===== src/rtl/pong_pkg.sv =====
// Shared Pong constants, ball FSM state encoding and a ms-to-cycles helper.
package pong_pkg;

  localparam int unsigned DefClkHz     = 25_175_000;
  localparam int unsigned DefHVideo    = 640;
  localparam int unsigned DefVVideo    = 480;
  localparam int unsigned DefSqWidth   = 16;
  localparam int unsigned DefPdlHeight = 96;
  localparam int unsigned DefPdlWidth  = 8;

  typedef enum logic [1:0] {
    StServe,
    StPlay,
    StMissed
  } ball_state_e;

  function automatic int unsigned ms_to_cycles(input int unsigned ms, input int unsigned clk_hz);
    return ms * (clk_hz / 1000);
  endfunction

endpackage


===== src/rtl/rate_tick.sv =====
// Free-running prescaler: counts 0..LIMIT while enabled and pulses tick at terminal count.
module rate_tick #(
  parameter int unsigned LIMIT = 1
) (
  input  logic clk_0,
  input  logic rst,
  input  logic clr,
  input  logic en,
  output logic tick
);

  localparam int unsigned Width = (LIMIT > 0) ? $clog2(LIMIT + 1) : 1;
  localparam logic [Width-1:0] Lim = Width'(LIMIT);

  logic [Width-1:0] cnt_q, cnt_d;

  assign tick = en && (cnt_q == Lim);

  always_comb begin
    cnt_d = cnt_q;
    if (clr) begin
      cnt_d = '0;
    end else if (en) begin
      cnt_d = tick ? '0 : cnt_q + 1'b1;
    end
  end

  always_ff @(posedge clk_0) begin
    if (!rst) begin
      cnt_q <= '0;
    end else begin
      cnt_q <= cnt_d;
    end
  end

endmodule


===== src/rtl/ball_physics.sv =====
// Pong ball motion: serve hold, wall and paddle bounces, miss detection and scoring pulses.
module ball_physics
  import pong_pkg::*;
#(
  parameter int unsigned CLK_HZ      = DefClkHz,
  parameter int unsigned H_VIDEO     = DefHVideo,
  parameter int unsigned V_VIDEO     = DefVVideo,
  parameter int unsigned SQ_WIDTH    = DefSqWidth,
  parameter int unsigned PDL_HEIGHT  = DefPdlHeight,
  parameter int unsigned PDL_WIDTH   = DefPdlWidth,
  parameter int unsigned P1_X        = 16,
  parameter int unsigned P2_X        = 616,
  parameter int unsigned SPEED       = 300,
  parameter int unsigned SERVE_DELAY = 1000,
  parameter int unsigned MISS_DELAY  = 1000
) (
  input  logic       clk_0,
  input  logic       rst,
  input  logic       reset_game,
  input  logic [9:0] p1_ypos,
  input  logic [9:0] p2_ypos,
  output logic [9:0] sq_xpos,
  output logic [9:0] sq_ypos,
  output logic       sq_xveldir,
  output logic       sq_yveldir,
  output logic       sq_missed,
  output logic       point_p1,
  output logic       point_p2
);

  localparam int unsigned PscLimit = CLK_HZ / SPEED;
  localparam int unsigned ServePsc = ms_to_cycles(SERVE_DELAY, CLK_HZ);
  localparam int unsigned MissPsc  = ms_to_cycles(MISS_DELAY, CLK_HZ);

  localparam logic [9:0]  Xc     = 10'((H_VIDEO - SQ_WIDTH) / 2);
  localparam logic [9:0]  Yc     = 10'((V_VIDEO - SQ_WIDTH) / 2);
  localparam logic [9:0]  XMax   = 10'(H_VIDEO - SQ_WIDTH);
  localparam logic [9:0]  YMax   = 10'(V_VIDEO - SQ_WIDTH);
  localparam logic [10:0] P1Face = 11'(P1_X + PDL_WIDTH);
  localparam logic [10:0] P2Face = 11'(P2_X);
  localparam logic [10:0] SqW    = 11'(SQ_WIDTH);
  localparam logic [10:0] PdlH   = 11'(PDL_HEIGHT);

  ball_state_e state_q, state_d;
  logic [9:0]  x_q, x_d, y_q, y_d;
  logic        xdir_q, xdir_d, ydir_q, ydir_d;
  logic        missed_q, missed_d, pt1_q, pt1_d, pt2_q, pt2_d;
  logic        side_miss;
  logic        vel_tick, serve_done, miss_done;

  // Widened to 11 bits so the paddle window never wraps near the screen bottom.
  function automatic logic overlap(input logic [9:0] sy, input logic [9:0] py);
    return (({1'b0, sy} + SqW) > {1'b0, py}) && ({1'b0, sy} < ({1'b0, py} + PdlH));
  endfunction

  rate_tick #(.LIMIT(PscLimit)) u_vel_tick (
    .clk_0(clk_0),
    .rst  (rst),
    .clr  (reset_game || (state_q != StPlay)),
    .en   (state_q == StPlay),
    .tick (vel_tick)
  );

  rate_tick #(.LIMIT(ServePsc)) u_serve_tick (
    .clk_0(clk_0),
    .rst  (rst),
    .clr  (reset_game || (state_q != StServe)),
    .en   (state_q == StServe),
    .tick (serve_done)
  );

  rate_tick #(.LIMIT(MissPsc)) u_miss_tick (
    .clk_0(clk_0),
    .rst  (rst),
    .clr  (reset_game || (state_q != StMissed)),
    .en   (state_q == StMissed),
    .tick (miss_done)
  );

  always_comb begin
    state_d   = state_q;
    x_d       = x_q;
    y_d       = y_q;
    xdir_d    = xdir_q;
    ydir_d    = ydir_q;
    pt1_d     = 1'b0;
    pt2_d     = 1'b0;
    side_miss = 1'b0;
    unique case (state_q)
      StServe: begin
        if (serve_done) state_d = StPlay;
      end
      StPlay: begin
        if (vel_tick) begin
          if (xdir_q) begin
            if ((({1'b0, x_q} + SqW) == P2Face) && overlap(y_q, p2_ypos)) begin
              xdir_d = 1'b0;
              x_d    = x_q - 10'd1;
            end else if (x_q == XMax) begin
              pt1_d     = 1'b1;
              side_miss = 1'b1;
            end else begin
              x_d = x_q + 10'd1;
            end
          end else begin
            if (({1'b0, x_q} == P1Face) && overlap(y_q, p1_ypos)) begin
              xdir_d = 1'b1;
              x_d    = x_q + 10'd1;
            end else if (x_q == 10'd0) begin
              pt2_d     = 1'b1;
              side_miss = 1'b1;
            end else begin
              x_d = x_q - 10'd1;
            end
          end
          // y is frozen on the tick that detects a miss.
          if (side_miss) begin
            state_d = StMissed;
          end else if (ydir_q && (y_q >= YMax)) begin
            ydir_d = 1'b0;
            y_d    = y_q - 10'd1;
          end else if (!ydir_q && (y_q == 10'd0)) begin
            ydir_d = 1'b1;
            y_d    = 10'd1;
          end else begin
            y_d = ydir_q ? y_q + 10'd1 : y_q - 10'd1;
          end
        end
      end
      StMissed: begin
        // xdir still points at the side that conceded, so it is kept as is.
        if (miss_done) begin
          state_d = StServe;
          x_d     = Xc;
          y_d     = Yc;
          ydir_d  = !ydir_q;
        end
      end
      default: state_d = StServe;
    endcase
    missed_d = (state_d == StMissed);
  end

  always_ff @(posedge clk_0) begin
    if (!rst || reset_game) begin
      state_q  <= StServe;
      x_q      <= Xc;
      y_q      <= Yc;
      xdir_q   <= 1'b1;
      ydir_q   <= 1'b1;
      missed_q <= 1'b0;
      pt1_q    <= 1'b0;
      pt2_q    <= 1'b0;
    end else begin
      state_q  <= state_d;
      x_q      <= x_d;
      y_q      <= y_d;
      xdir_q   <= xdir_d;
      ydir_q   <= ydir_d;
      missed_q <= missed_d;
      pt1_q    <= pt1_d;
      pt2_q    <= pt2_d;
    end
  end

  assign sq_xpos    = x_q;
  assign sq_ypos    = y_q;
  assign sq_xveldir = xdir_q;
  assign sq_yveldir = ydir_q;
  assign sq_missed  = missed_q;
  assign point_p1   = pt1_q;
  assign point_p2   = pt2_q;

endmodule

===== config.mk =====
export PLATFORM = sky130hd
export DESIGN_NAME = ball_physics
export DESIGN_NICKNAME = d
export VERILOG_FILES = /design/src/rtl/pong_pkg.sv /design/src/rtl/rate_tick.sv /design/src/rtl/ball_physics.sv
export SDC_FILE = /design/constraint.sdc
export NUM_CORES = 1
export LEC_CHECK = 0
export ABC_AREA = 0
export BUFFER_PORTS_ARGS = -buffer_cell sky130_fd_sc_hd__buf_2
export CORE_ASPECT_RATIO = 0.75
export CORE_MARGIN = 3
export CORE_UTILIZATION = 25
export DETAILED_ROUTE_END_ITERATION = 10
export GPL_TIMING_DRIVEN = 0
export RECOVER_POWER = 25
export SLEW_MARGIN = 5
export SYNTH_ARGS = -nofsm -noshare
export SYNTH_HDL_FRONTEND = slang
export SYNTH_SLANG_ARGS = --single-unit

===== constraint.sdc =====
create_clock -name clk_0 -period 3.2 [get_ports clk_0]
set_clock_uncertainty 0.15 [all_clocks]
set_input_delay 0.64 -clock clk_0 [delete_from_list [all_inputs] [get_ports clk_0]]
set_output_delay 0.64 -clock clk_0 [all_outputs]
set_load 0.02 [all_outputs]

==> Word-level counts from Yosys, hierarchy flattened <==
Index checks and enable logic that the tools add are counted.
Widths: inputs -> output; s select.
{ "classes": {"add_sub_neg": 11, "n_lt_le_gt_ge": 5, "n_eq_ne": 17, "mux": 39, "n_bitwise": 4, "reduce_logical": 29} }
{ "ops": {"columns": ["cell", "n"], "rows": [
  ["$mux 10", 13],
  ["$add 25x1->25 const B", 2],
  ["$eq 25x25->1 const B", 2],
  ["$mux 25", 2],
  ["$pmux 10 s2", 2],
  ["$add 10x5->11 const B", 2],
  ["$add 10x7->11 const B", 2],
  ["$gt 11x10->1", 2],
  ["$lt 10x11->1", 2],
  ["$add 10x1->10 const B", 2],
  ["$logic_not 10->1", 2],
  ["$sub 10x1->10 const B", 2],
  ["$add 17x1->17 const B", 1],
  ["$eq 17x17->1 const B", 1],
  ["$mux 17", 1],
  ["$mux 1", 15],
  ["$eq 11x10->1 const B", 1],
  ["$eq 10x10->1 const B", 1],
  ["$eq 10x5->1 const B", 1],
  ["$ge 10x9->1 const B", 1],
  ["$reduce_and 5->1", 2],
  ["$logic_and 1x1->1", 9],
  ["$mux 2", 4],
  ["$ne 2x2->1 const B", 4],
  ["other kinds (16)", 29]
]} }
{ "totals": {"ff_bits": 94, "input_bits": 23, "out_inout_bits": 25, "elab_cells": 116} }

==> Longest topological paths before layout <==
{ "logic_depth": {"word_depth": 12, "ltp_mapped": 14, "depth_no_buf": 13} }

==> Hierarchy <==
Synthesis repeated with hierarchy kept, for this count alone.
{ "unflattened": {"hier_cells": 787, "area_unflattened_um2": 6374.9} }
{ "modules_own_cells": {"columns": ["mod", "instances", "cells_per_inst", "area_per_inst_um2", "seq_area_each_um2"], "rows": [
  ["ball_physics", 1, 391, 2956.6, 540.5],
  ["rate_tick at u_miss_tick ...", 2, 150, 1301.2, 500.5],
  ["rate_tick at u_vel_tick", 1, 96, 815.8, 340.3]
]} }

==> Least setup slack after synthesis <==
OpenSTA, ideal clock, no wires.
{ "synth_timing": {"path_type": "register to register", "start": "register y_q[7], in the netlist sq_ypos[7]", "end": "register x_q[4], in the netlist sq_xpos[4]", "setup_time_ns": 0.087, "arrival_time_ns": 3.061, "t_required_ns": 2.963, "slack_ns": -0.098, "stages_incl_launch_ff": 15, "n_path_buf": 2, "period_less_slack_ns": 3.298, "cell_sequence": "dfxtp_1 -> buf_4 -> nand3_1 -> nor3_1 -> xor2_1 -> ha_1 -> and3_1 -> o2111ai_1 -> nand4b_1 -> a311o_1 -> o21a_1 -> buf_4 -> a31o_2 -> and3_1 -> o31ai_1"} }
{ "synth_between": {"elab_chain_len": 8, "elab_cells_between_ends": 17, "classes_between": "add/sub (1); order compare (4); eq/ne (2); mux (5); reduce/logical (5)"} }
{ "synth_lines": {"columns": ["element", "line_no", "source"], "rows": [
  ["start, declared", "ball_physics.sv:45", "logic [9:0] x_q, x_d, y_q, y_d;"],
  ["start signal, assigned", "ball_physics.sv:148", "y_q <= Yc;"],
  ["start signal, assigned", "ball_physics.sv:157", "y_q <= y_d;"],
  ["$add 10x5->11", "ball_physics.sv:53", "return (({1'b0, sy} + SqW) > {1'b0, py}) && ({1'b0, sy} < ({1'b0, py} + PdlH));"],
  ["$gt 11x10->1", "ball_physics.sv:53", null],
  ["$logic_and 1x1->1", "ball_physics.sv:53", null],
  ["$logic_and 1x1->1 (on tied branches)", "ball_physics.sv:106, ball_physics.sv:96", null],
  ["$mux 10 (on tied branches)", "ball_physics.sv:106, ball_physics.sv:96", null],
  ["$mux 10", "ball_physics.sv:95", "if (xdir_q) begin"],
  ["$mux 10", "ball_physics.sv:94", "if (vel_tick) begin"],
  ["$pmux 10 s2", "ball_physics.sv:89", "unique case (state_q)"],
  ["end signal, assigned", "ball_physics.sv:147", "x_q <= Xc;"],
  ["end signal, assigned", "ball_physics.sv:156", "x_q <= x_d;"],
  ["end, declared", "ball_physics.sv:45", null]
]} }
Several ways; a longest one is shown, not always the timed one. The select of a mux whose other input is x is not followed.
A chain may end at the register's enable or synchronous reset.

==> Worst setup path in the final report <==
{ "layout_timing": {"start": "register y_q[4], in the netlist sq_ypos[4]", "end": "register x_q[4], in the netlist sq_xpos[4]"} }
The elaborated chain is that of the path after synthesis.

==> results.md <==
- Number of storage elements in the synthesis netlist: 94
- Run status: finished, final reports clean
- Global-route wire length before repair: 26,070 um
- Number of antenna repair diodes: 0
- Number of nets produced by synthesis: 808
- Worst slew margin relative to its limit: 0.3408
- Critical path endpoint category: flop
- Slew @ Worst Pin: 979.7 ps
- HP Class: flop to flop
- Clock latency of the later-clocked register in the worst-skew pair: 340 ps
- Largest net degree at the start of global routing: 16
- Proportion of register bits with asynchronous set or reset after synthesis: 0
- Residual overflow from global routing: 0
- Number of endpoints failing setup at the final stage: 0
- Detailed-router iteration count before antenna repair: 6
- Routed length per placed instance: 14.22 um
- Count of maximum capacitance violations: 0
- Antenna violations before repair: 0
- Setup Slack @ Placement: -608.5 ps
- Arrival time worst endpoint: 3230 ps
- Overall die width: 182.6 um
- Overall global routing resource usage: 0.1211
- Number of global-route vias before repair: 5,057
- Core region area: 22,520 sq um
- Achievable frequency: 0.3185 GHz
- Number of primary I/O pins: 48
- Most used cells in the layout excluding fill and tap cells: 93 x sky130_fd_sc_hd__nor2_1, 89 x sky130_fd_sc_hd__dfxtp_1, 61 x sky130_fd_sc_hd__nand2_1, 43 x sky130_fd_sc_hd__ha_1, 39 x sky130_fd_sc_hd__xor2_1
- Commonest non-fill, non-tap cell in the layout: sky130_fd_sc_hd__nor2_1
- Die Y-Extent: 138.5 um
- Avg Synthesized Cell Area: 7.935 sq um
- Fin worst setup slack: 59.90 ps
- Overall die area: 25,280 sq um
- Per-cell via count in the routed design: 4.902
- Number of distinct library cell variants in the gate-level netlist after synthesis: 57
- Hold buffers post-CTS: 0
- Cell count after placement: 1,078
- DRC violation count after routing: 0
- Clock Tree Root: sky130_fd_sc_hd__clkbuf_16
- Std cell rows: 47
- Primary flip-flop cell chosen by synthesis mapping: sky130_fd_sc_hd__dfxtp_1
- Data required time at the worst endpoint: 3290 ps
- Fraction of the core area covered by cells at the end of the flow: 0.3158
- Starting DRC count in detailed routing: 467
- Largest driver fanout on the critical path: 8
- Crit Path Class: flop to flop
- Final Hold Viols: 0
- # port buffers: 47
- RSZ-0062 raised after global routing: yes
- Synthesized instance count: 737
- Total clock buffers created by CTS: 9
- Total Routed Length: 15,770 um
- Number of enable-type register cells in the synthesized netlist: 0
- Worst hold slack across all endpoints: 316.3 ps
- Fin cells: 1,109
- VDD IR-drop max: 0.0002015 V
- Warnings, synthesis: 0
- Leak Pwr: 2.526 nW
- Fraction of final layout cells with drive strength greater than 1: 0.1350
- Remaining antenna violation count: 0
- Clock transition at the registers of the reported paths: 70 ps
- Total via count after detailed routing: 5,436
- Maximum clock path buffer count: 2
- Portion of the post-synthesis area used by sequential elements: 0.3218
- Sum of internal, switching and leakage power: 0.002440 W
- TritonCTS clock tree: yes
- Effective utilization at floorplan: 0.2597
- Number of nets in the layout: 882
- H-tree levels: 3
- Post-layout minimum cycle time: 3140 ps
- GPL Wtd Cong: 0.8709
- Startpoint type of the worst setup path: flop
- Number of sinks driven by the clock tree: 94
- Power density relative to cell area: 343.0 nW/um^2
- Post-synth design cell area: 5848 sq um
- Tcrit/Tclk final: 0.9813
- HPWL after DPL: 11,730 um
- Number of pins with negative max-slew slack in the final report: 0
- Layout overhead on the synthesized area: 21.63%
==> synth_stat cells, types with 6 or more instances <==
master	instances	area share
sky130_fd_sc_hd__or3_1	19	0.020
sky130_fd_sc_hd__nor4_1	9	0.0096
sky130_fd_sc_hd__a21oi_1	34	0.029
sky130_fd_sc_hd__inv_1	41	0.026
sky130_fd_sc_hd__a21o_1	6	0.0077
sky130_fd_sc_hd__xor2_1	41	0.061
sky130_fd_sc_hd__buf_2	6	0.0051
sky130_fd_sc_hd__ha_1	48	0.10
sky130_fd_sc_hd__nand4_1	22	0.024
sky130_fd_sc_hd__and3_1	21	0.022
sky130_fd_sc_hd__and4_1	7	0.010
sky130_fd_sc_hd__nor3_1	22	0.019
sky130_fd_sc_hd__clkbuf_1	17	0.011
sky130_fd_sc_hd__nand2_1	61	0.039
sky130_fd_sc_hd__xnor2_1	22	0.033
sky130_fd_sc_hd__nor2b_1	8	0.0086
sky130_fd_sc_hd__nor2_1	95	0.061
sky130_fd_sc_hd__o21ai_0	36	0.031
sky130_fd_sc_hd__dfxtp_1	94	0.32
sky130_fd_sc_hd__nand3_1	38	0.033
==> metrics by stage <==
stage	setup TNS (ps)	cell area, sq um
2_1_floorplan	0	5858
3_3_place_gp	-3793	6461
3_5_place_dp	-3967	6461
4_1_cts	0	6902
5_1_grt	-232.0	7113
6_report	0	7113
==> final timing paths <==
check / from / slack, ps / cells past startpoint / endpoint
setup / recovery: sq_ypos[4] / 60 / 13 / sq_xpos[4]
hold / removal: u_serve_tick.cnt_q[0] / 320 / 1 / u_serve_tick.cnt_q[0]
setup reg to reg: sq_ypos[4] / 60 / 13 / sq_xpos[4]
hold reg to reg: u_serve_tick.cnt_q[0] / 320 / 1 / u_serve_tick.cnt_q[0]
==> flip-flops by register name, summed over array words and instances, names as in the netlist <==
register / cells
u_miss_tick.cnt_q: 25
sq_yveldir: 1
u_vel_tick.cnt_q: 17
point_p2: 1
u_serve_tick.cnt_q: 25
point_p1: 1
sq_ypos: 10
state_q: 2
sq_xveldir: 1
sq_xpos: 10
sq_missed: 1
==> report_power, final <==
part / switching [W] / internal (W) / total (W)
logic: 0.0000697 / 0.0000550 / 0.000125
registers: 0.00000112 / 0.00117 / 0.00117
clock network: 0.000463 / 0.000684 / 0.00115
total: 0.000534 / 0.00191 / 0.00244
==> cells by family after synthesis <==
logic type	after synthesis	share of synthesized area
buf+inv	66	0.04493
simple gates	339	0.2978
mux	5	0.008986
compound gates	122	0.1294
fa+ha+maj	48	0.1027
flops	94	0.3218
xor+xnor	63	0.09435
==> layout make-up <==
| class | instances | area [sq um] |
|---|---|---|
| buffer | 24 | 110.1 |
| clock buffer | 10 | 229.0 |
| clock inverter | 5 | 83.83 |
| fill | 2386 | 15410 |
| inverter | 41 | 157.7 |
| multi-input combinational | 577 | 3914 |
| sequential | 94 | 1898 |
| tap | 294 | 367.9 |
| timing repair buffer | 64 | 352.8 |
==> metal layers <==
layer  vias up  GRT usage  wire length, um
met3         2    0.02574              984
met2       139     0.1843             6772
met1      2528     0.1807             7990
met5         -          0                0
li1       2767          -                -
met4         0    0.01362               21
==> critical path, cell delays in order (launching register included) <==
cell	delay [ps]
sky130_fd_sc_hd__dfxtp_4	380
sky130_fd_sc_hd__clkinvlp_4	150
sky130_fd_sc_hd__nor3_4	270
sky130_fd_sc_hd__xor2_2	210
sky130_fd_sc_hd__ha_1	280
sky130_fd_sc_hd__and3_4	200
sky130_fd_sc_hd__o2111ai_2	60
sky130_fd_sc_hd__nand4b_1	120
sky130_fd_sc_hd__a311o_1	370
sky130_fd_sc_hd__o21a_1	130
sky130_fd_sc_hd__buf_6	140
sky130_fd_sc_hd__a31o_4	220
sky130_fd_sc_hd__and3_4	170
sky130_fd_sc_hd__o31ai_1	180
==> timing repair <==
action                     in CTS  in global routing
pin swaps                       5                 10
hold endpoints to repair        0                  0
gates cloned                    0                  0
buffers inserted                8                  9
gates resized for setup        21                 34
setup endpoints to repair       9                 14
No activity file was read; power rests on OpenSTA's default activity.
